==> src/rtl/ctrl_pkg.sv <==
// Shared definitions for the control sequencer: widths, opcodes, FSM states.
package ctrl_pkg;

    localparam int DW = 4;
    localparam int IW = 2 * DW;

    localparam logic [3:0] OP_NOP = 4'h0;
    localparam logic [3:0] OP_LDI = 4'h1;
    localparam logic [3:0] OP_ADD = 4'h2;
    localparam logic [3:0] OP_SUB = 4'h3;
    localparam logic [3:0] OP_AND = 4'h4;
    localparam logic [3:0] OP_XOR = 4'h5;
    localparam logic [3:0] OP_MUL = 4'h6;
    localparam logic [3:0] OP_OUT = 4'h7;
    localparam logic [3:0] OP_JMP = 4'h8;
    localparam logic [3:0] OP_JZ  = 4'h9;
    localparam logic [3:0] OP_JNZ = 4'hA;
    localparam logic [3:0] OP_JC  = 4'hB;
    localparam logic [3:0] OP_HLT = 4'hF;

    typedef enum logic [1:0] {
        S_IDLE = 2'd0,
        S_MUL  = 2'd1,
        S_HALT = 2'd2
    } state_e;

endpackage

==> src/rtl/mul_shift_add.sv <==
// Sequential DW x DW shift-add multiplier: one partial product per cycle.
// `start` latches the operands and clears the product; `product` is the
// running sum including the current iteration, so it is final while `done`.
module mul_shift_add #(
    parameter int DW = 4
) (
    input  logic            clk,
    input  logic            rst_n,
    input  logic            start,
    input  logic [DW-1:0]   a,
    input  logic [DW-1:0]   b,
    output logic [2*DW-1:0] product,
    output logic            done
);
    localparam int CW = (DW > 1) ? $clog2(DW) : 1;

    logic [DW-1:0]   a_q, b_q;
    logic [2*DW-1:0] prod_q, prod_d, addend;
    logic [CW-1:0]   cnt_q;
    logic            active_q;

    // Partial product for the current multiplier bit, added to the running sum.
    always_comb begin
        addend = '0;
        if (b_q[cnt_q])
            addend = {{DW{1'b0}}, a_q} << cnt_q;
        prod_d = prod_q + addend;
    end

    assign product = prod_d;
    assign done    = active_q && (cnt_q == CW'(DW - 1));

    // Operand latch on start, then one iteration per cycle until the last bit.
    always_ff @(posedge clk or negedge rst_n) begin
        if (!rst_n) begin
            a_q      <= '0;
            b_q      <= '0;
            prod_q   <= '0;
            cnt_q    <= '0;
            active_q <= 1'b0;
        end else if (start) begin
            a_q      <= a;
            b_q      <= b;
            prod_q   <= '0;
            cnt_q    <= '0;
            active_q <= 1'b1;
        end else if (active_q) begin
            prod_q <= prod_d;
            cnt_q  <= cnt_q + 1'b1;
            if (done)
                active_q <= 1'b0;
        end
    end

endmodule

==> src/rtl/ctrl_seq.sv <==
// Control sequencer: decodes the ROM word at the current counter value,
// executes it against a DW-bit accumulator and steers the counter through
// busy (hold) and jump_flag/jump_addr (load).
module ctrl_seq #(
    parameter int DW = 4
) (
    input  logic            clk,
    input  logic            rst_n,
    input  logic [DW-1:0]   pc_in,
    input  logic [2*DW-1:0] instr_in,
    output logic            busy,
    output logic            jump_flag,
    output logic [DW-1:0]   jump_addr,
    output logic [DW-1:0]   acc_out,
    output logic            zero,
    output logic            carry,
    output logic [DW-1:0]   out_data,
    output logic            out_valid,
    output logic            halted,
    output logic [DW-1:0]   halt_addr
);
    import ctrl_pkg::*;

    state_e          state_q;
    logic [DW-1:0]   acc_q, out_data_q, halt_addr_q;
    logic            zero_q, carry_q, out_valid_q, halted_q;

    logic [DW-1:0]   op, k;
    logic [DW:0]     add_res, sub_res;
    logic [DW-1:0]   and_res, xor_res;
    logic            mul_start, mul_done;
    logic [2*DW-1:0] mul_prod;

    assign op = instr_in[2*DW-1:DW];
    assign k  = instr_in[DW-1:0];

    // ALU results; the extra top bit is carry-out for ADD and borrow for SUB.
    always_comb begin
        add_res = {1'b0, acc_q} + {1'b0, k};
        sub_res = {1'b0, acc_q} - {1'b0, k};
        and_res = acc_q & k;
        xor_res = acc_q ^ k;
    end

    assign mul_start = (state_q == S_IDLE) && (op == OP_MUL);

    mul_shift_add #(.DW(DW)) u_mul (
        .clk     (clk),
        .rst_n   (rst_n),
        .start   (mul_start),
        .a       (acc_q),
        .b       (k),
        .product (mul_prod),
        .done    (mul_done)
    );

    // Counter controls are combinational so the counter sees them at the same
    // edge; branches use the flags committed before this cycle.
    always_comb begin
        busy      = 1'b0;
        jump_flag = 1'b0;
        if (rst_n) begin
            unique case (state_q)
                S_IDLE: begin
                    busy = (op == OP_MUL) || (op == OP_HLT);
                    unique case (op)
                        OP_JMP:  jump_flag = 1'b1;
                        OP_JZ:   jump_flag = zero_q;
                        OP_JNZ:  jump_flag = !zero_q;
                        OP_JC:   jump_flag = carry_q;
                        default: jump_flag = 1'b0;
                    endcase
                end
                S_MUL:   busy = !mul_done;
                S_HALT:  busy = 1'b1;
                default: busy = 1'b0;
            endcase
        end
        jump_addr = jump_flag ? k : '0;
    end

    // Instruction execution FSM; a MUL commits only on its final iteration.
    always_ff @(posedge clk or negedge rst_n) begin
        if (!rst_n) begin
            state_q     <= S_IDLE;
            acc_q       <= '0;
            zero_q      <= 1'b0;
            carry_q     <= 1'b0;
            out_data_q  <= '0;
            out_valid_q <= 1'b0;
            halted_q    <= 1'b0;
            halt_addr_q <= '0;
        end else begin
            out_valid_q <= 1'b0;
            unique case (state_q)
                S_IDLE: begin
                    unique case (op)
                        OP_LDI: begin
                            acc_q  <= k;
                            zero_q <= (k == '0);
                        end
                        OP_ADD: begin
                            acc_q   <= add_res[DW-1:0];
                            carry_q <= add_res[DW];
                            zero_q  <= (add_res[DW-1:0] == '0);
                        end
                        OP_SUB: begin
                            acc_q   <= sub_res[DW-1:0];
                            carry_q <= sub_res[DW];
                            zero_q  <= (sub_res[DW-1:0] == '0);
                        end
                        OP_AND: begin
                            acc_q  <= and_res;
                            zero_q <= (and_res == '0);
                        end
                        OP_XOR: begin
                            acc_q  <= xor_res;
                            zero_q <= (xor_res == '0);
                        end
                        OP_MUL: state_q <= S_MUL;
                        OP_OUT: begin
                            out_data_q  <= acc_q;
                            out_valid_q <= 1'b1;
                        end
                        OP_HLT: begin
                            state_q     <= S_HALT;
                            halted_q    <= 1'b1;
                            halt_addr_q <= pc_in;
                        end
                        default: ;
                    endcase
                end
                S_MUL: begin
                    if (mul_done) begin
                        acc_q   <= mul_prod[DW-1:0];
                        carry_q <= |mul_prod[2*DW-1:DW];
                        zero_q  <= (mul_prod[DW-1:0] == '0);
                        state_q <= S_IDLE;
                    end
                end
                S_HALT: ;
                default: state_q <= S_IDLE;
            endcase
        end
    end

    assign acc_out   = acc_q;
    assign zero      = zero_q;
    assign carry     = carry_q;
    assign out_data  = out_data_q;
    assign out_valid = out_valid_q;
    assign halted    = halted_q;
    assign halt_addr = halt_addr_q;

endmodule
==> config.mk <==
export PLATFORM = sky130hd
export DESIGN_NAME = ctrl_seq
export DESIGN_NICKNAME = d
export VERILOG_FILES = /design/src/rtl/ctrl_pkg.sv /design/src/rtl/mul_shift_add.sv /design/src/rtl/ctrl_seq.sv
export SDC_FILE = /design/constraint.sdc
export NUM_CORES = 1
export LEC_CHECK = 0
export CORE_MARGIN = 2
export CORE_UTILIZATION = 55
export DETAILED_ROUTE_END_ITERATION = 8
export GPL_ROUTABILITY_DRIVEN = 0
export HOLD_SLACK_MARGIN = 0.15
export PLACE_DENSITY_LB_ADDON = 0.05
export SLEW_MARGIN = 20
export SYNTH_ARGS = -nofsm -noshare
export SYNTH_HDL_FRONTEND = slang
export SYNTH_SLANG_ARGS = --single-unit
==> constraint.sdc <==
create_clock -name clk -period 3 [get_ports clk]
set_input_delay 0.75 -clock clk [delete_from_list [all_inputs] [get_ports clk]]
set_output_delay 0.75 -clock clk [all_outputs]
set_load 0.02 [all_outputs]
After elaboration in Yosys (flattened, before gate mapping)
Cells that the tools add are included.
{"block": "word_totals", "out_inout_bits": 22, "word_cells": 91, "register_bits": 37, "input_bits": 14}
{"block": "classes", "n_reduce_logical": 20, "bitwise": 3, "n_addsub": 4, "order_cmp": 1, "shift": 1, "eq_ne": 19, "n_mux": 30}
{"op": "$logic_not A4 Y1", "count": 6}
{"op": "$mux W8", "count": 3}
{"op": "$eq A4 B4 Y1 const B", "count": 5}
{"op": "$pmux W4 S5", "count": 1}
{"op": "$eq A4 B3 Y1 const B", "count": 4}
{"op": "$mux W1", "count": 11}
{"op": "$reduce_and A3 Y1", "count": 3}
{"op": "$add A8 B8 Y8", "count": 1}
{"op": "$eq A4 B2 Y1 const B", "count": 2}
{"op": "$mux W4", "count": 2}
{"op": "$pmux W4 S2", "count": 1}
{"op": "$shl A4 B2 Y8", "count": 1}
{"op": "$mux W2", "count": 3}
{"op": "$ne A3 B1 Y1 const B", "count": 2}
{"op": "$ne A6 B1 Y1 const B", "count": 1}
{"op": "$pmux W1 S2", "count": 3}
{"op": "$pmux W2 S3", "count": 1}
{"op": "$add A4 B4 Y5", "count": 1}
{"op": "$pmux W1 S5", "count": 1}
{"op": "$sub A4 B4 Y5", "count": 1}
{"op": "$and A4 B4 Y4", "count": 1}
{"op": "$eq A2 B2 Y1 const B", "count": 2}
{"op": "$eq A4 B1 Y1 const B", "count": 1}
{"op": "$pmux W1 S4", "count": 1}
{"op": "other kinds (16)", "count": 20}

Logic depth before layout (Yosys ltp)
{"block": "depth", "ltp_word": 7, "mapped_depth": 12, "ltp_nobuf": 11}

By module
From an unflattened synthesis, not the netlist that was laid out.
{"block": "unflattened", "cells_unflattened": 298, "hier_area_um2": 2731.4}
{"mod": "ctrl_seq", "cells_per_inst": 176, "instances": 1, "seq_area_each_um2": 450.4, "area_each_um2": 1490.2}
{"mod": "mul_shift_add", "cells_per_inst": 122, "instances": 1, "seq_area_each_um2": 475.5, "area_each_um2": 1241.2}

Worst setup path before layout
No wires, ideal clock.
{"block": "synth_timing", "path_type": "input-to-output", "from": "input instr_in[5]", "to": "output jump_addr[0]", "path_buffers": 1, "arrival_time_ns": 2.017, "path_stages": 5, "t_required_ns": 2.250, "setup_slack_ns": 0.233, "cell_sequence": "buf_2 -> mux2i_1 -> a31oi_1 -> nor4b_2 -> and2_1"}
{"block": "synth_between", "elab_chain_cells": 5, "word_cells_on_any_way": 8, "classes_between": "eq/ne (4); mux (4)"}
{"item": "from (decl)", "line_no": "ctrl_seq.sv:10", "rtl": "input logic [2*DW-1:0] instr_in,"}
{"item": "$eq A4 B4 Y1", "line_no": "ctrl_seq.sv:66", "rtl": "unique case (op)"}
{"item": "$pmux W1 S4 (*)", "line_no": "ctrl_seq.sv:66"}
{"item": "$mux W1 (*)", "line_no": "ctrl_seq.sv:63", "rtl": "unique case (state_q)"}
{"item": "$mux W1 (*)", "line_no": "ctrl_seq.sv:62", "rtl": "if (rst_n) begin"}
{"item": "via jump_flag", "line_no": "ctrl_seq.sv:12", "rtl": "output logic jump_flag,"}
{"item": "$mux W4 (*)", "line_no": "ctrl_seq.sv:79", "rtl": "jump_addr = jump_flag ? k : '0;"}
{"item": "to (decl)", "line_no": "ctrl_seq.sv:13", "rtl": "output logic [DW-1:0] jump_addr,"}
The timed path passes the listed nets; every way through them passes the cells marked *.

Final worst setup path
{"block": "layout_timing", "from": "input instr_in[4]", "to": "output busy"}
{"block": "layout_between", "elab_chain_cells": 4, "word_cells_on_any_way": 5, "classes_between": "eq/ne (2); mux (2); reduce/logical (1)"}
{"item": "$eq A4 B3 Y1 or $eq A4 B4 Y1 (tied branches)", "line_no": "ctrl_seq.sv:65", "rtl": "busy = (op == OP_MUL) || (op == OP_HLT);"}
{"item": "$logic_or A1 B1 Y1 (*)", "line_no": "ctrl_seq.sv:65"}
{"item": "$pmux W1 S3 (*)", "line_no": "ctrl_seq.sv:63"}
{"item": "$mux W1 (*)", "line_no": "ctrl_seq.sv:62"}
{"item": "to (decl)", "line_no": "ctrl_seq.sv:11", "rtl": "output logic busy,"}
Every way passes the cells marked *; elsewhere a longest branch is shown, timed or not.

==> Flow_metrics.wiki <==
{| class="wikitable"
! Metric !! Value
|-
| Number of antenna repair diodes || 0
|-
| TritonCTS Sinks || 37
|-
| ANT nets after route || 0
|-
| R2r worst-path depth || 9
|-
| Final layout net count || 360
|-
| Clock-pin slew of the registers on the worst-case setup and hold paths || approximately 80 ps
|-
| Area occupied by multi-input gates || approximately 0.0016 mm2
|-
| Drt first pass iters || 4
|-
| Global-route congestion overflow total || 0
|-
| Worst-path maximum fanout || 3
|-
| Asr flop ratio synth || between 90% and 100%
|-
| Pwr Density || approximately 1000 mW/mm2
|-
| Setup repair after global routing missed its margin || no
|-
| IO Pins || 36
|-
| Synthesized area divided by synthesized cell count || 9.38 um2
|-
| Share of final-layout standard cells stronger than drive strength 1 || approximately 16%
|-
| Number of endpoints with negative hold slack in the final report || 0
|-
| Max-cap violation count || 0
|-
| Post-Place Cell Area || about 0.0031 mm2
|-
| Leak || roughly 1.4 nW
|-
| Largest net degree at the start of global routing || 38
|-
| Worst reg-to-reg setup slack || 200 ps
|-
| Cell accounting for the most synthesized area || sky130_fd_sc_hd__dfrtp_1
|-
| Antenna violations before repair || 0
|-
| Die height || between 70 and 80 um
|-
| Pins Over Slew Limit || 0
|-
| Routed wire length || 6300 um
|-
| Post-layout total power || about 0.0032 W
|-
| Gate Count Post-Synth || around 280
|-
| Syn_nets || 309
|-
| Worst setup slack after layout || between 80 and 90 ps
|-
| Number of buffers inserted by port buffering || 35
|-
| Clock Skews || roughly 6 ps
|-
| Initial core utilization || 58.3%
|-
| Count of flip-flops with a built-in enable after synthesis || 0
|-
| Worst slack at placement || -458 ps
|-
| Area growth from synthesis to final layout || 23.4%
|-
| DRC viols || 0
|-
| Die area || between 0.005 and 0.006 mm2
|-
| Most frequent cell after synthesis || sky130_fd_sc_hd__dfrtp_1
|-
| Synthesis warning total || 0
|-
| Number of violations reported at the end of detailed-routing iteration 0 || 120
|-
| TritonCTS Buffers || 5
|-
| Detailed placement HPWL || around 4700 um
|-
| CTS tree || yes
|-
| Total routing usage reported by global routing || between 20% and 30%
|-
| Top cell type's share of synthesized area || between 30% and 40%
|-
| Total vias in the final route || around 2,200
|-
| Crit path time final || 2920 ps
|-
| Worst endpoint data arrival time || approximately 2200 ps
|-
| Slew @ Worst Pin || 478 ps
|-
| Number of global-route vias before repair || ~2,200
|-
| Top_reg_cell synth || sky130_fd_sc_hd__dfrtp_1
|-
| Class of the most critical setup path || in -> out
|-
| Seq cells post-synth || 37
|-
| Max Buffers Root-to-Sink || 2
|-
| Sequential-to-total area share from yosys stat || between 30% and 40%
|-
| H-tree lvl count || 2
|-
| Worst IR Drop VDD || 0.500 mV
|-
| Summed instance area of the synthesized netlist || approximately 0.0026 mm2
|-
| FILL cells || roughly 380
|-
| Post-Layout Inst Area || between 0.003 and 0.004 mm2
|-
| Final worst-path cycle share || a little over nine tenths
|-
| Tightest Hold Check Type || reg -> reg
|-
| Core Box Area || approximately 0.0044 mm2
|-
| Cell types with the largest area share after synthesis || sky130_fd_sc_hd__dfrtp_1, sky130_fd_sc_hd__ha_1, sky130_fd_sc_hd__mux2_1, sky130_fd_sc_hd__a21oi_1, sky130_fd_sc_hd__nor2_1
|-
| Normalized max-slew margin || slightly below 70%
|-
| Leading cell types by count after synthesis || sky130_fd_sc_hd__dfrtp_1, sky130_fd_sc_hd__nor2_1, sky130_fd_sc_hd__nand2_1
|-
| Crit. End Element || primary output
|-
| Worst-skew pair later-pin latency || about 300 ps
|-
| Area of all sequential standard cells || about 930 um2
|-
| Final Non-Filler Cells || between 300 and 400
|-
| Worst flop-to-flop path endpoint || carry
|-
| Average via count per standard cell || just under 6
|-
| First-pass GRT wire length || around 11,000 um
|-
| Std-Cell Rows || 24
|-
| Root Buffer || sky130_fd_sc_hd__clkbuf_8
|-
| Die boundary width || 72.6 um
|-
| Outcome || complete, no violations
|-
| Hold Crit Endpoint || out_data[3]
|-
| Count of different cell masters after synthesis || 61
|-
| R2r startpoint || u_mul.cnt_q[1]
|-
| Cts-stage hold buffer count || 0
|-
| Final routed wire length divided by cell count || 16.6 um
|-
| Worst hold path startpoint || out_data[3]
|-
| Peak Freq || about 0.34 GHz
|-
| Crit path required time || approximately 2300 ps
|-
| Cell count after placement || between 300 and 400
|-
| Setup violations, final || 0
|-
| Cells on Worst Hold Path || 2
|-
| Critical path launch point type || primary input
|-
| Final core area utilization || 71.9%
|}
[what timing repair did]
item	4_1_cts	5_1_grt
pin swaps	1	1
cloned	0	0
buffers inserted	1	0
endpoints found under the setup margin	6	6
resized for setup	24	4
[sequential cells by signal (all words and copies together), names as in the netlist]
signal,cells
u_mul.active_q,1
u_mul.b_q,4
out_valid,1
u_mul.cnt_q,2
state_q,2
halt_addr,4
carry,1
u_mul.a_q,4
out_data,4
u_mul.prod_q,8
halted,1
zero,1
acc_out,4
[report_power, final]
group / switching [W] / internal (W) / leakage [nW]
sequential: 0.000233 / 0.000732 / 0.452
combinational: 0.00100 / 0.000876 / 0.942
clock: 0.000191 / 0.000186 / 0.0512
[layout make-up]
type                       instances  area share (%)
tap                               52            2.04
clock buffer                       6            2.58
timing repair buffer              58            15.7
sequential                        37            29.0
multi-input combinational        214            49.0
inverter                          11            1.29
clock inverter                     2           0.431
[how the worst max path moves through the flow]
stage                    to        start  slack (ps)  cells after the start
2_1_floorplan  jump_addr[0]  instr_in[5]         230                      5
3_3_place_gp   jump_addr[1]  instr_in[7]        -420                      7
3_5_place_dp   jump_addr[2]  instr_in[5]        -460                      7
4_1_cts           jump_flag  instr_in[7]           4                      6
5_1_grt        jump_addr[1]  instr_in[4]           5                      7
6_report               busy  instr_in[4]          80                      6
[worst max-delay path, stage by stage]
cell and delay (ps):
sky130_fd_sc_hd__clkdlybuf4s50_1 510, sky130_fd_sc_hd__buf_4 130, sky130_fd_sc_hd__and3b_1 180, sky130_fd_sc_hd__or2_1 240
sky130_fd_sc_hd__o21a_1 200, sky130_fd_sc_hd__buf_2 160
[cells in the final DEF (no fill, tap or decap), types with 3 or more instances in the layout]
cell	instances
sky130_fd_sc_hd__clkdlybuf4s50_1	26
sky130_fd_sc_hd__clkbuf_8	6
sky130_fd_sc_hd__ha_1	16
sky130_fd_sc_hd__nand2b_1	5
sky130_fd_sc_hd__nand2_1	21
sky130_fd_sc_hd__a21o_1	4
sky130_fd_sc_hd__nor2_1	25
sky130_fd_sc_hd__fa_1	3
sky130_fd_sc_hd__mux2i_1	8
sky130_fd_sc_hd__inv_2	3
sky130_fd_sc_hd__buf_4	23
sky130_fd_sc_hd__nand3b_1	3
sky130_fd_sc_hd__inv_1	7
sky130_fd_sc_hd__a21oi_1	19
sky130_fd_sc_hd__o21ai_0	9
sky130_fd_sc_hd__dfrtp_1	37
sky130_fd_sc_hd__a31oi_1	3
sky130_fd_sc_hd__nand3_1	10
sky130_fd_sc_hd__mux2_1	12
sky130_fd_sc_hd__and2_1	9
sky130_fd_sc_hd__xnor2_1	8
sky130_fd_sc_hd__o21ai_1	9
sky130_fd_sc_hd__nor3_1	4
sky130_fd_sc_hd__a211oi_1	3
sky130_fd_sc_hd__buf_2	5
[metrics by stage]
| step | hold slack (ps) | setup TNS, ps |
|---|---|---|
| global route | 501 | 0 |
| global placement | 457 | -2360 |
| finish | 476 | 0 |
| detailed placement | 452 | -2520 |
| floorplan | 454 | 0 |
| CTS | 482 | 0 |
[kinds of logic (layout without fill, tap and decap cells)]
family / Yosys count / in the layout / share of synthesized area (%)
and+or+nand+nor: 97 / 97 / 20.3
AOI/OAI and AO/OA: 66 / 66 / 16.4
DFF: 37 / 37 / 35.7
buffers and inverters: 25 / 77 / 4.35
muxes: 23 / 23 / 10.0
adders and majority gates: 19 / 19 / 10.0
xor gates and xnor gates: 9 / 9 / 3.04
[layer usage]
metal / global-route usage (%) / part of all wire, %
met5: 0 / 0
met4: 8.02 / 1.5
met3: 4.83 / 4.4
met2: 42.5 / 46
met1: 36.4 / 48
No activity file was read; power rests on OpenSTA's default activity.
